## config.mk

```make
export PLATFORM = sky130hd
export DESIGN_NAME = ccu_wr_snoop_ctrl
export DESIGN_NICKNAME = d
export VERILOG_FILES = /design/src/rtl/ccu_wr_snoop_ctrl.sv
export SDC_FILE = /design/constraint.sdc
export NUM_CORES = 1
export LEC_CHECK = 0
export ABC_AREA = 1
export CAP_MARGIN = 20
export CORE_AREA = 2 2 166 168
export CTS_CLUSTER_SIZE = 28
export DETAILED_ROUTE_END_ITERATION = 12
export DIE_AREA = 0 0 168 170
export GPL_ROUTABILITY_DRIVEN = 1
export PLACE_DENSITY_LB_ADDON = 0.1
export REMOVE_ABC_BUFFERS = 1
export SETUP_SLACK_MARGIN = 0.5
export SLEW_MARGIN = 20
export SYNTH_ARGS = -nofsm -noshare
export SYNTH_HDL_FRONTEND = slang
export SYNTH_SLANG_ARGS = --single-unit
```

## constraint.sdc

```tcl
create_clock -name clk_i -period 3.2 [get_ports clk_i]
set_input_delay 0.32 -clock clk_i [delete_from_list [all_inputs] [get_ports clk_i]]
set_output_delay 0.32 -clock clk_i [all_outputs]
set_load 0.05 [all_outputs]
```

## src/rtl/ccu_wr_snoop_ctrl.sv

```systemverilog
// CCU write path for one ACE port: snoops the peer cache for WriteUnique/WriteLineUnique, writes back dirty lines, forwards the write.
// One write in flight; AW accepted same cycle in IDLE, every later stage waits on its own valid/ready handshake.
module ccu_wr_snoop_ctrl #(
  parameter int unsigned DataWidth = 64,
  parameter int unsigned CdBeats   = 4,
  parameter int unsigned AddrWidth = 32,
  parameter int unsigned IdWidth   = 4
) (
  input  logic                   clk_i,
  input  logic                   rst_i,
  input  logic [3:0]             snoop_trs_i,
  input  logic                   slv_aw_valid,
  output logic                   slv_aw_ready,
  input  logic [IdWidth-1:0]     slv_aw_id,
  input  logic [AddrWidth-1:0]   slv_aw_addr,
  input  logic [7:0]             slv_aw_len,
  input  logic [2:0]             slv_aw_size,
  input  logic [1:0]             slv_aw_burst,
  input  logic [3:0]             slv_aw_cache,
  input  logic [2:0]             slv_aw_prot,
  input  logic [2:0]             slv_aw_snoop,
  input  logic [1:0]             slv_aw_domain,
  input  logic [1:0]             slv_aw_bar,
  input  logic                   slv_w_valid,
  output logic                   slv_w_ready,
  input  logic [DataWidth-1:0]   slv_w_data,
  input  logic [DataWidth/8-1:0] slv_w_strb,
  input  logic                   slv_w_last,
  output logic                   slv_b_valid,
  input  logic                   slv_b_ready,
  output logic [IdWidth-1:0]     slv_b_id,
  output logic [1:0]             slv_b_resp,
  output logic                   slv_ar_ready,
  output logic                   slv_r_valid,
  output logic                   mst_aw_valid,
  input  logic                   mst_aw_ready,
  output logic [IdWidth-1:0]     mst_aw_id,
  output logic [AddrWidth-1:0]   mst_aw_addr,
  output logic [7:0]             mst_aw_len,
  output logic [2:0]             mst_aw_size,
  output logic [1:0]             mst_aw_burst,
  output logic [3:0]             mst_aw_cache,
  output logic [2:0]             mst_aw_prot,
  output logic [2:0]             mst_aw_snoop,
  output logic [1:0]             mst_aw_domain,
  output logic [1:0]             mst_aw_bar,
  output logic                   mst_w_valid,
  input  logic                   mst_w_ready,
  output logic [DataWidth-1:0]   mst_w_data,
  output logic [DataWidth/8-1:0] mst_w_strb,
  output logic                   mst_w_last,
  input  logic                   mst_b_valid,
  output logic                   mst_b_ready,
  input  logic [IdWidth-1:0]     mst_b_id,
  input  logic [1:0]             mst_b_resp,
  output logic                   mst_ar_valid,
  output logic                   mst_r_ready,
  output logic                   ac_valid,
  input  logic                   ac_ready,
  output logic [AddrWidth-1:0]   ac_addr,
  output logic [3:0]             ac_snoop,
  output logic [2:0]             ac_prot,
  input  logic                   cr_valid,
  output logic                   cr_ready,
  input  logic [4:0]             cr_resp,
  input  logic                   cd_valid,
  output logic                   cd_ready,
  input  logic [DataWidth-1:0]   cd_data,
  input  logic                   cd_last
);

  localparam int unsigned LineOffs = $clog2(CdBeats * DataWidth / 8);
  localparam logic [2:0]  WbSize   = 3'($clog2(DataWidth / 8));
  localparam logic [7:0]  WbLen    = 8'(CdBeats - 1);

  typedef enum logic [3:0] {
    IDLE, SEND_AC, WAIT_CR, DRAIN_CD, WB_AW, WB_W, WB_B, FWD_AW, FWD_W, FWD_B
  } state_e;

  state_e state_q, state_d;

  logic [IdWidth-1:0]   aw_id_q;
  logic [AddrWidth-1:0] aw_addr_q;
  logic [7:0]           aw_len_q;
  logic [2:0]           aw_size_q, aw_prot_q, aw_snoop_q;
  logic [1:0]           aw_burst_q, aw_domain_q, aw_bar_q;
  logic [3:0]           aw_cache_q, acsnoop_q;
  logic                 snoop_req;

  assign snoop_req = (slv_aw_domain == 2'b01 || slv_aw_domain == 2'b10) &&
                     (slv_aw_snoop == 3'b000 || slv_aw_snoop == 3'b001);

  assign slv_ar_ready = 1'b0;
  assign slv_r_valid  = 1'b0;
  assign mst_ar_valid = 1'b0;
  assign mst_r_ready  = 1'b0;

  always_ff @(posedge clk_i or posedge rst_i) begin
    if (rst_i) state_q <= IDLE;
    else       state_q <= state_d;
  end

  always_ff @(posedge clk_i or posedge rst_i) begin
    if (rst_i) begin
      aw_id_q     <= '0;
      aw_addr_q   <= '0;
      aw_len_q    <= '0;
      aw_size_q   <= '0;
      aw_burst_q  <= '0;
      aw_cache_q  <= '0;
      aw_prot_q   <= '0;
      aw_snoop_q  <= '0;
      aw_domain_q <= '0;
      aw_bar_q    <= '0;
      acsnoop_q   <= '0;
    end else if (state_q == IDLE && slv_aw_valid) begin
      aw_id_q     <= slv_aw_id;
      aw_addr_q   <= slv_aw_addr;
      aw_len_q    <= slv_aw_len;
      aw_size_q   <= slv_aw_size;
      aw_burst_q  <= slv_aw_burst;
      aw_cache_q  <= slv_aw_cache;
      aw_prot_q   <= slv_aw_prot;
      aw_snoop_q  <= slv_aw_snoop;
      aw_domain_q <= slv_aw_domain;
      aw_bar_q    <= slv_aw_bar;
      acsnoop_q   <= snoop_trs_i;
    end
  end

  always_comb begin
    state_d       = state_q;
    slv_aw_ready  = 1'b0;
    slv_w_ready   = 1'b0;
    slv_b_valid   = 1'b0;
    slv_b_id      = '0;
    slv_b_resp    = '0;
    mst_aw_valid  = 1'b0;
    mst_aw_id     = '0;
    mst_aw_addr   = '0;
    mst_aw_len    = '0;
    mst_aw_size   = '0;
    mst_aw_burst  = '0;
    mst_aw_cache  = '0;
    mst_aw_prot   = '0;
    mst_aw_snoop  = '0;
    mst_aw_domain = '0;
    mst_aw_bar    = '0;
    mst_w_valid   = 1'b0;
    mst_w_data    = '0;
    mst_w_strb    = '0;
    mst_w_last    = 1'b0;
    mst_b_ready   = 1'b0;
    ac_valid      = 1'b0;
    ac_addr       = '0;
    ac_snoop      = '0;
    ac_prot       = '0;
    cr_ready      = 1'b0;
    cd_ready      = 1'b0;
    unique case (state_q)
      IDLE: begin
        // Gated so the AW ready stays low while reset is held.
        slv_aw_ready = slv_aw_valid & ~rst_i;
        if (slv_aw_valid) state_d = snoop_req ? SEND_AC : FWD_AW;
      end
      SEND_AC: begin
        ac_valid = 1'b1;
        ac_addr  = aw_addr_q;
        ac_snoop = acsnoop_q;
        ac_prot  = aw_prot_q;
        if (ac_ready) state_d = WAIT_CR;
      end
      WAIT_CR: begin
        cr_ready = 1'b1;
        if (cr_valid) begin
          casez (cr_resp)
            5'b??1?1: state_d = WB_AW;     // DataTransfer + PassDirty
            5'b????1: state_d = DRAIN_CD;  // clean data, nothing to keep
            default:  state_d = FWD_AW;
          endcase
        end
      end
      DRAIN_CD: begin
        cd_ready = 1'b1;
        if (cd_valid && cd_last) state_d = FWD_AW;
      end
      WB_AW: begin
        mst_aw_valid = 1'b1;
        mst_aw_id    = aw_id_q;
        mst_aw_addr  = {aw_addr_q[AddrWidth-1:LineOffs], {LineOffs{1'b0}}};
        mst_aw_len   = WbLen;
        mst_aw_size  = WbSize;
        mst_aw_burst = 2'b01;
        mst_aw_cache = aw_cache_q;
        mst_aw_prot  = aw_prot_q;
        if (mst_aw_ready) state_d = WB_W;
      end
      WB_W: begin
        mst_w_valid = cd_valid;
        cd_ready    = mst_w_ready;
        mst_w_data  = cd_data;
        mst_w_strb  = '1;
        mst_w_last  = cd_last;
        if (cd_valid && mst_w_ready && cd_last) state_d = WB_B;
      end
      WB_B: begin
        mst_b_ready = 1'b1;
        if (mst_b_valid) state_d = FWD_AW;
      end
      FWD_AW: begin
        mst_aw_valid  = 1'b1;
        mst_aw_id     = aw_id_q;
        mst_aw_addr   = aw_addr_q;
        mst_aw_len    = aw_len_q;
        mst_aw_size   = aw_size_q;
        mst_aw_burst  = aw_burst_q;
        mst_aw_cache  = aw_cache_q;
        mst_aw_prot   = aw_prot_q;
        mst_aw_snoop  = aw_snoop_q;
        mst_aw_domain = aw_domain_q;
        mst_aw_bar    = aw_bar_q;
        if (mst_aw_ready) state_d = FWD_W;
      end
      FWD_W: begin
        mst_w_valid = slv_w_valid;
        mst_w_data  = slv_w_data;
        mst_w_strb  = slv_w_strb;
        mst_w_last  = slv_w_last;
        slv_w_ready = mst_w_ready;
        if (slv_w_valid && mst_w_ready && slv_w_last) state_d = FWD_B;
      end
      FWD_B: begin
        slv_b_valid = mst_b_valid;
        slv_b_id    = mst_b_id;
        slv_b_resp  = mst_b_resp;
        mst_b_ready = slv_b_ready;
        if (mst_b_valid && slv_b_ready) state_d = IDLE;
      end
      default: state_d = IDLE;
    endcase
  end

endmodule

```

==> out/results.ini, run 1 <==
[hold_path]
worstHoldPathType = primary input to asynchronous set/reset pin

[floorplan]
die_h_um = 170
die_w_um = 168
initial_core_util_pct = 18.0
rows = 60
dieArea_mm2 = 0.0286
io_pins = 421
core_area_mm2 = 0.0267

[setup_path]
cp_max_fo = 9
critPathMaxStageDelay_ns = 0.84
crit_path_end_kind = output port
rrSetupSlack_ns = 1.19
path_delay_family = buffers and inverters
path_class = flip-flop to output port
crit_buf_inv = 3
worstSetupStartpoint = state_q[2]$_DFFE_PP0P_
slowest_stage = clkdlybuf4s50_1
worstPathRequired_ns = 2.88
cp.arrival_ns = 2.22
critPathLaunchType = flip-flop
crit_chain = inv_2 -> nand2_1 -> inv_1 -> nand2_2 -> nor2_1 -> clkdlybuf4s50_1
reg2reg_from = state_q[1]$_DFFE_PP0P_

[clock_tree]
cts.sinks = 71
hold_buffers = 0
cts_tree = built
clockRootBuffer = clkbuf_16
clock_path_buffers = 2
clock_latency_ns = 0.33
htree_levels = 3
clk_pin_slew_ns = 0.06
cts-buffers-inserted = 9
cts_setup_buffers = 0

[detailed_routing]
via_per_inst = 4.02
dr.pass1.iters = 4
wl_per_cell_um = 17.6
drt_iter0_markers = 257
vias = 5486
drcViolationCount = 0
finalWirelength_um = 24000
ant_nets = 0

[yosys]
syn_inst = 618
yosys.area.top_type = dfrtp_1
synth-seq-cells = 71
syn_area_per_cell_um2 = 7.78
yosysWarnings = 0
netlist.area_leader.share_pct = 36.9
syn-cell-area_mm2 = 0.00481
yosysSeqAreaShare_pct = 36.9
ys_types = 26
yosys-top-cells-area = dfrtp_1, a22o_1, nor2_1, o21ai_2, inv_1

[pwr]
seq_power_share_pct = 16.0
clockPowerShare_pct = 10.3
cellPowerDensity_mw_per_mm2 = 930
power.share.switching_pct = 53.5
p_int_w = 0.00432
peakVddDrop_mv = 0.426
p_switching_w = 0.00498
leakage_nw = 4.64
combPwrFrac_pct = 73.7

[timing]
slew-limit-headroom_pct = 62.0
tightest_slew_ns = 0.570
fin_skew_ns = 0.00486
rsz0062_at_grt = false
final-hold-violation-count = 0
drv_slew = 0
finalCritPeriodShare_pct = 79.3
whs_ns = 0.378
setup_violations = 0
finalWorstPathRequiredPeriod_ns = 2.54
fmax_ghz = 0.394

[global_routing]
antenna_found_initial = 9
grt_pass1_wl_um = 34500
track_usage_pct = 16.0
grt_pass1_vias = 5322
grt-ovfl-total = 0
grt_max_degree = 47

[placement]
place_area_mm2 = 0.00976
gp_congestion = 0.772
port_buffers = 413
hpwlAfterDp_um = 19300

[finish]
area_growth_pct = 108
final_area_mm2 = 0.0100
final_cell_mix = clkdlybuf4s50_1, nor2_1, inv_1, buf_4, buf_12
final_common_cell = clkdlybuf4s50_1
drive_gt1_share_pct = 29.4
nets = 1241

[outcome]
status = finished, final reports clean

[flow_run]
drv_cap = 0

timing repair:
| item | in CTS | in global routing |
|---|---|---|
| endpoints found under the setup margin | 64 | 13 |
| hold endpoints to repair | 0 | 0 |
| resized for setup | 27 | 20 |
logic make-up after synthesis:
logic type             count (synthesis)  share of synthesized area, %
buffers and inverters                142                          14.9
AO/OA/AOI/OAI                        142                          23.4
AND/OR/NAND/NOR                      262                          24.7
other                                  1                        0.0780
flip-flops                            71                          36.9
power groups by stage:
stage                     Combinational, W  Clock [W]  Sequential [W]
after floorplan                    0.00426          0         0.00148
after global placement             0.00701          0         0.00150
after detailed placement           0.00702          0         0.00150
after CTS                          0.00696    0.00101         0.00149
after global routing               0.00730    0.00105         0.00153
final                              0.00686   0.000955         0.00149
per-stage QoR:
stage               setup slack, ns  total power [W]  instances  utilization [%]  setup TNS (ns)
floorplan                    -0.791          0.00573        578                -          -57.11
global placement              0.656          0.00851       1344             36.6               0
detailed placement            0.628          0.00851       1344             36.6               0
CTS                           0.500          0.00946       1360             37.5               0
global route                  0.511          0.00988       1363             37.5               0
finish                        0.661          0.00930       1365             37.5               0
cell usage after synthesis:
library cell and instances:
nor2_1 115, nor2_4 5, clkbuf_1 5, nand4_1 1
nand3_1 14, nand2_1 70, a21oi_1 1, o21ai_0 9
nor3_1 1, inv_2 8, buf_12 1, nand3b_1 4
buf_6 8, buf_1 2, inv_1 90, o21ai_1 21
o21ai_2 45, nor2_2 2, a22o_1 66, buf_4 8
buf_2 14, conb_1 1, dfrtp_1 71, buf_8 5
clkinv_2 1, nand2_2 50
area by class of cell:
type | instances | area [um2]
repair buffers | 425 | 4790
well taps | 341 | 427
flip-flops and latches | 71 | 1780
clock inverters | 6 | 45.0
clock buffers | 10 | 229
multi-input cells | 408 | 2340
diodes | 5 | 12.5
fillers | 2729 | 16600
inverters | 99 | 380
per-layer routing:
metal / GRT usage [%] / vias to the layer above / part of all wire (%)
li1: - / 2763 / -
met1: 17.8 / 2463 / 38
met2: 29.1 / 230 / 51
met3: 5.35 / 26 / 8.2
met4: 4.80 / 4 / 2.3
met5: 0 / - / 0.13
flip-flops by register name (all words and copies together) (netlist names):
| signal | count |
|---|---|
| aw_domain_q | 2 |
| aw_len_q | 8 |
| aw_prot_q | 3 |
| aw_bar_q | 2 |
| aw_addr_q | 32 |
| aw_burst_q | 2 |
| aw_cache_q | 4 |
| state_q | 4 |
| aw_size_q | 3 |
| aw_snoop_q | 3 |
| acsnoop_q | 4 |
| aw_id_q | 4 |
path summary, 6_finish.rpt:
kind	end	depth (start not counted)
setup / recovery	slv_b_valid	6
hold / removal	state_q[0]$_DFFE_PP0P_	2
setup reg to reg	aw_addr_q[23]$_DFFE_PP0P_	8
hold reg to reg	aw_domain_q[0]$_DFFE_PP0P_	2
max in group asynchronous	aw_addr_q[21]$_DFFE_PP0P_	3
min in group clk_i	aw_domain_q[0]$_DFFE_PP0P_	2
Note: power is estimated with default switching activity, not from simulation.
==> inputs of run 2 (changes only) <==
Settings changed: CORE_AREA 2 2 166 168 to 2 2 163 165, DIE_AREA 0 0 168 170 to 0 0 165 167.
Clock period 3.2 ns to 2.5 ns, I/O delays scaled along.
==> run 2 against run 1 <==
Combinational power rose by 72%; via count rose by 6.5%; clock power rose by 52%; sequential share of layout area fell by 3.9 points; largest cell class unchanged; largest power group unchanged.
==> out/results.ini, run 2 (synthesis results as in run 1) <==
[outcome]
status = finished, final reports clean

[detailed_routing]
dr.pass1.iters = 4
drcViolationCount = 0
ant_nets = 0
via_per_inst = 4.15
wl_per_cell_um = 18.4
finalWirelength_um = 26000
vias = 5843
drt_iter0_markers = 174

[clock_tree]
clk_pin_slew_ns = 0.06
clockRootBuffer = clkbuf_16
cts.sinks = 71
clock_latency_ns = 0.34
clock_path_buffers = 2
htree_levels = 3
cts_tree = built
cts-buffers-inserted = 9

[global_routing]
grt_pass1_wl_um = 35700
grt_pass1_vias = 5814
grt_max_degree = 48
grt-ovfl-total = 0
track_usage_pct = 17.3
antenna_found_initial = 3

[floorplan]
io_pins = 421
dieArea_mm2 = 0.0276
rows = 59
initial_core_util_pct = 18.7
core_area_mm2 = 0.0258
die_w_um = 165
die_h_um = 167

[setup_path]
rr_worst_depth = 10
worstPathRequired_ns = 2.25
reg2reg_from = state_q[2]$_DFFE_PP0P_
cp_max_fo = 7
cp.arrival_ns = 1.88
crit_path_end_kind = output port
critPathLaunchType = flip-flop
path_class = flip-flop to output port
worstSetupStartpoint = state_q[1]$_DFFE_PP0P_

[flow_run]
drv_cap = 0

[placement]
hpwlAfterDp_um = 18400
port_buffers = 413
gp_congestion = 0.783

[timing]
fin_skew_ns = 0.00717
setup_violations = 0
finalWorstPathRequiredPeriod_ns = 2.13
tightest_slew_ns = 0.533
fmax_ghz = 0.469
rsz0062_at_grt = true
finalCritPeriodShare_pct = 85.4
drv_slew = 0
final-hold-violation-count = 0
slew-limit-headroom_pct = 64.4

[finish]
reg_top3 = aw_addr_q: 32 flops, aw_len_q: 8 flops
final_common_cell = clkdlybuf4s50_1
largest_reg_flops = 32
final_cell_mix = clkdlybuf4s50_1, buf_12, inv_1, nor2_2, dfrtp_1
regMostFlops = aw_addr_q
drive_gt1_share_pct = 49.9
fin_util_pct = 49.7
area_growth_pct = 166
nets = 1294

[hold_path]
worstHoldPathType = primary input to asynchronous set/reset pin

[pwr]
power.share.switching_pct = 48.8
p_int_w = 0.00774
combPwrFrac_pct = 77.8
leakage_nw = 5.61
cellPowerDensity_mw_per_mm2 = 1180
p_switching_w = 0.00738
seq_power_share_pct = 12.6
clockPowerShare_pct = 9.6
p_total_w = 0.0151
peakVddDrop_mv = 0.762

-- run 2: cell count changes in the layout (fill, tap and decap cells not counted), moves of 16 or more --
cell | previous run | this run
nand2_1 | 70 | 53
a22o_1 | 66 | 26
buf_6 | 0 | 38
dlygate4sd2_1 | 16 | 0
nor2_4 | 6 | 28
buf_4 | 85 | 27
buf_12 | 80 | 156
nor2_2 | 2 | 68
nor2_1 | 114 | 26
a22o_4 | 0 | 40
-- run 2: path summary, 6_finish.rpt --
path                                              end  slack [ns]
max reg2reg                 aw_addr_q[15]$_DFFE_PP0P_        0.66
min reg2reg                aw_domain_q[0]$_DFFE_PP0P_        0.49
min in group clk_i          aw_addr_q[11]$_DFFE_PP0P_        0.45
min                        aw_domain_q[1]$_DFFE_PP0P_        0.34
max                                        mst_w_last        0.37
max in group asynchronous   aw_burst_q[0]$_DFFE_PP0P_        1.52
-- run 2: metal layers --
layer	GRT usage, %	routed length, um	up-vias
li1	-	-	2872
met1	19.2	9580	2720
met2	31.7	13900	231
met3	5.50	2180	20
met4	3.63	269	0
met5	0	0	-
-- run 2: what timing repair did --
| item | CTS | global route |
|---|---|---|
| endpoints found under the setup margin | 185 | 186 |
| gates cloned | 10 | 8 |
| buffers inserted | 23 | 12 |
| pin swaps | 16 | 24 |
| resized for setup | 110 | 215 |
| hold buffers | 0 | 0 |
| hold endpoints to repair | 0 | 0 |
-- run 2: through the flow --
stage / instances / setup WS, ns / instance area [um2] / hold WS, ns / setup TNS, ns
finish: 1408 / 0.366 / 12800 / 0.336 / 0
global placement: 1338 / 0.361 / 10500 / 0.478 / 0
CTS: 1386 / 0.332 / 11700 / 0.296 / 0
floorplan: 578 / -1.42 / 4480 / 0.359 / -116.35
global route: 1407 / 0.320 / 12800 / 0.374 / 0
detailed placement: 1338 / 0.353 / 10500 / 0.480 / 0
-- run 2: power by group through the flow --
| stage | Sequential [W] | Combinational (W) | Clock (W) |
|---|---|---|---|
| 2_1_floorplan | 0.00189 | 0.00545 | 0 |
| 3_3_place_gp | 0.00191 | 0.00971 | 0 |
| 3_5_place_dp | 0.00192 | 0.00972 | 0 |
| 4_1_cts | 0.00191 | 0.0106 | 0.00150 |
| 5_1_grt | 0.00197 | 0.0123 | 0.00155 |
| 6_report | 0.00191 | 0.0118 | 0.00145 |
-- run 2: final cells by class --
| class | count | area (um2) |
|---|---|---|
| Antenna cell | 2 | 5.00 |
| Clock buffer | 11 | 253 |
| Clock inverter | 4 | 77.6 |
| Fill cell | 2344 | 13000 |
| Inverter | 99 | 402 |
| Multi-Input combinational cell | 408 | 3180 |
| Sequential cell | 71 | 1780 |
| Tap cell | 335 | 419 |
| Timing Repair Buffer | 478 | 6680 |
-- run 2: worst max-delay path, cell delays in order, from the launching register on --
cell,delay (ns)
dfrtp_2,0.44
nor2_4,0.06
inv_2,0.08
nor2_4,0.04
buf_12,0.14
buf_6,0.11
buf_12,0.11
buf_16,0.14
a22o_4,0.27
buf_12,0.15
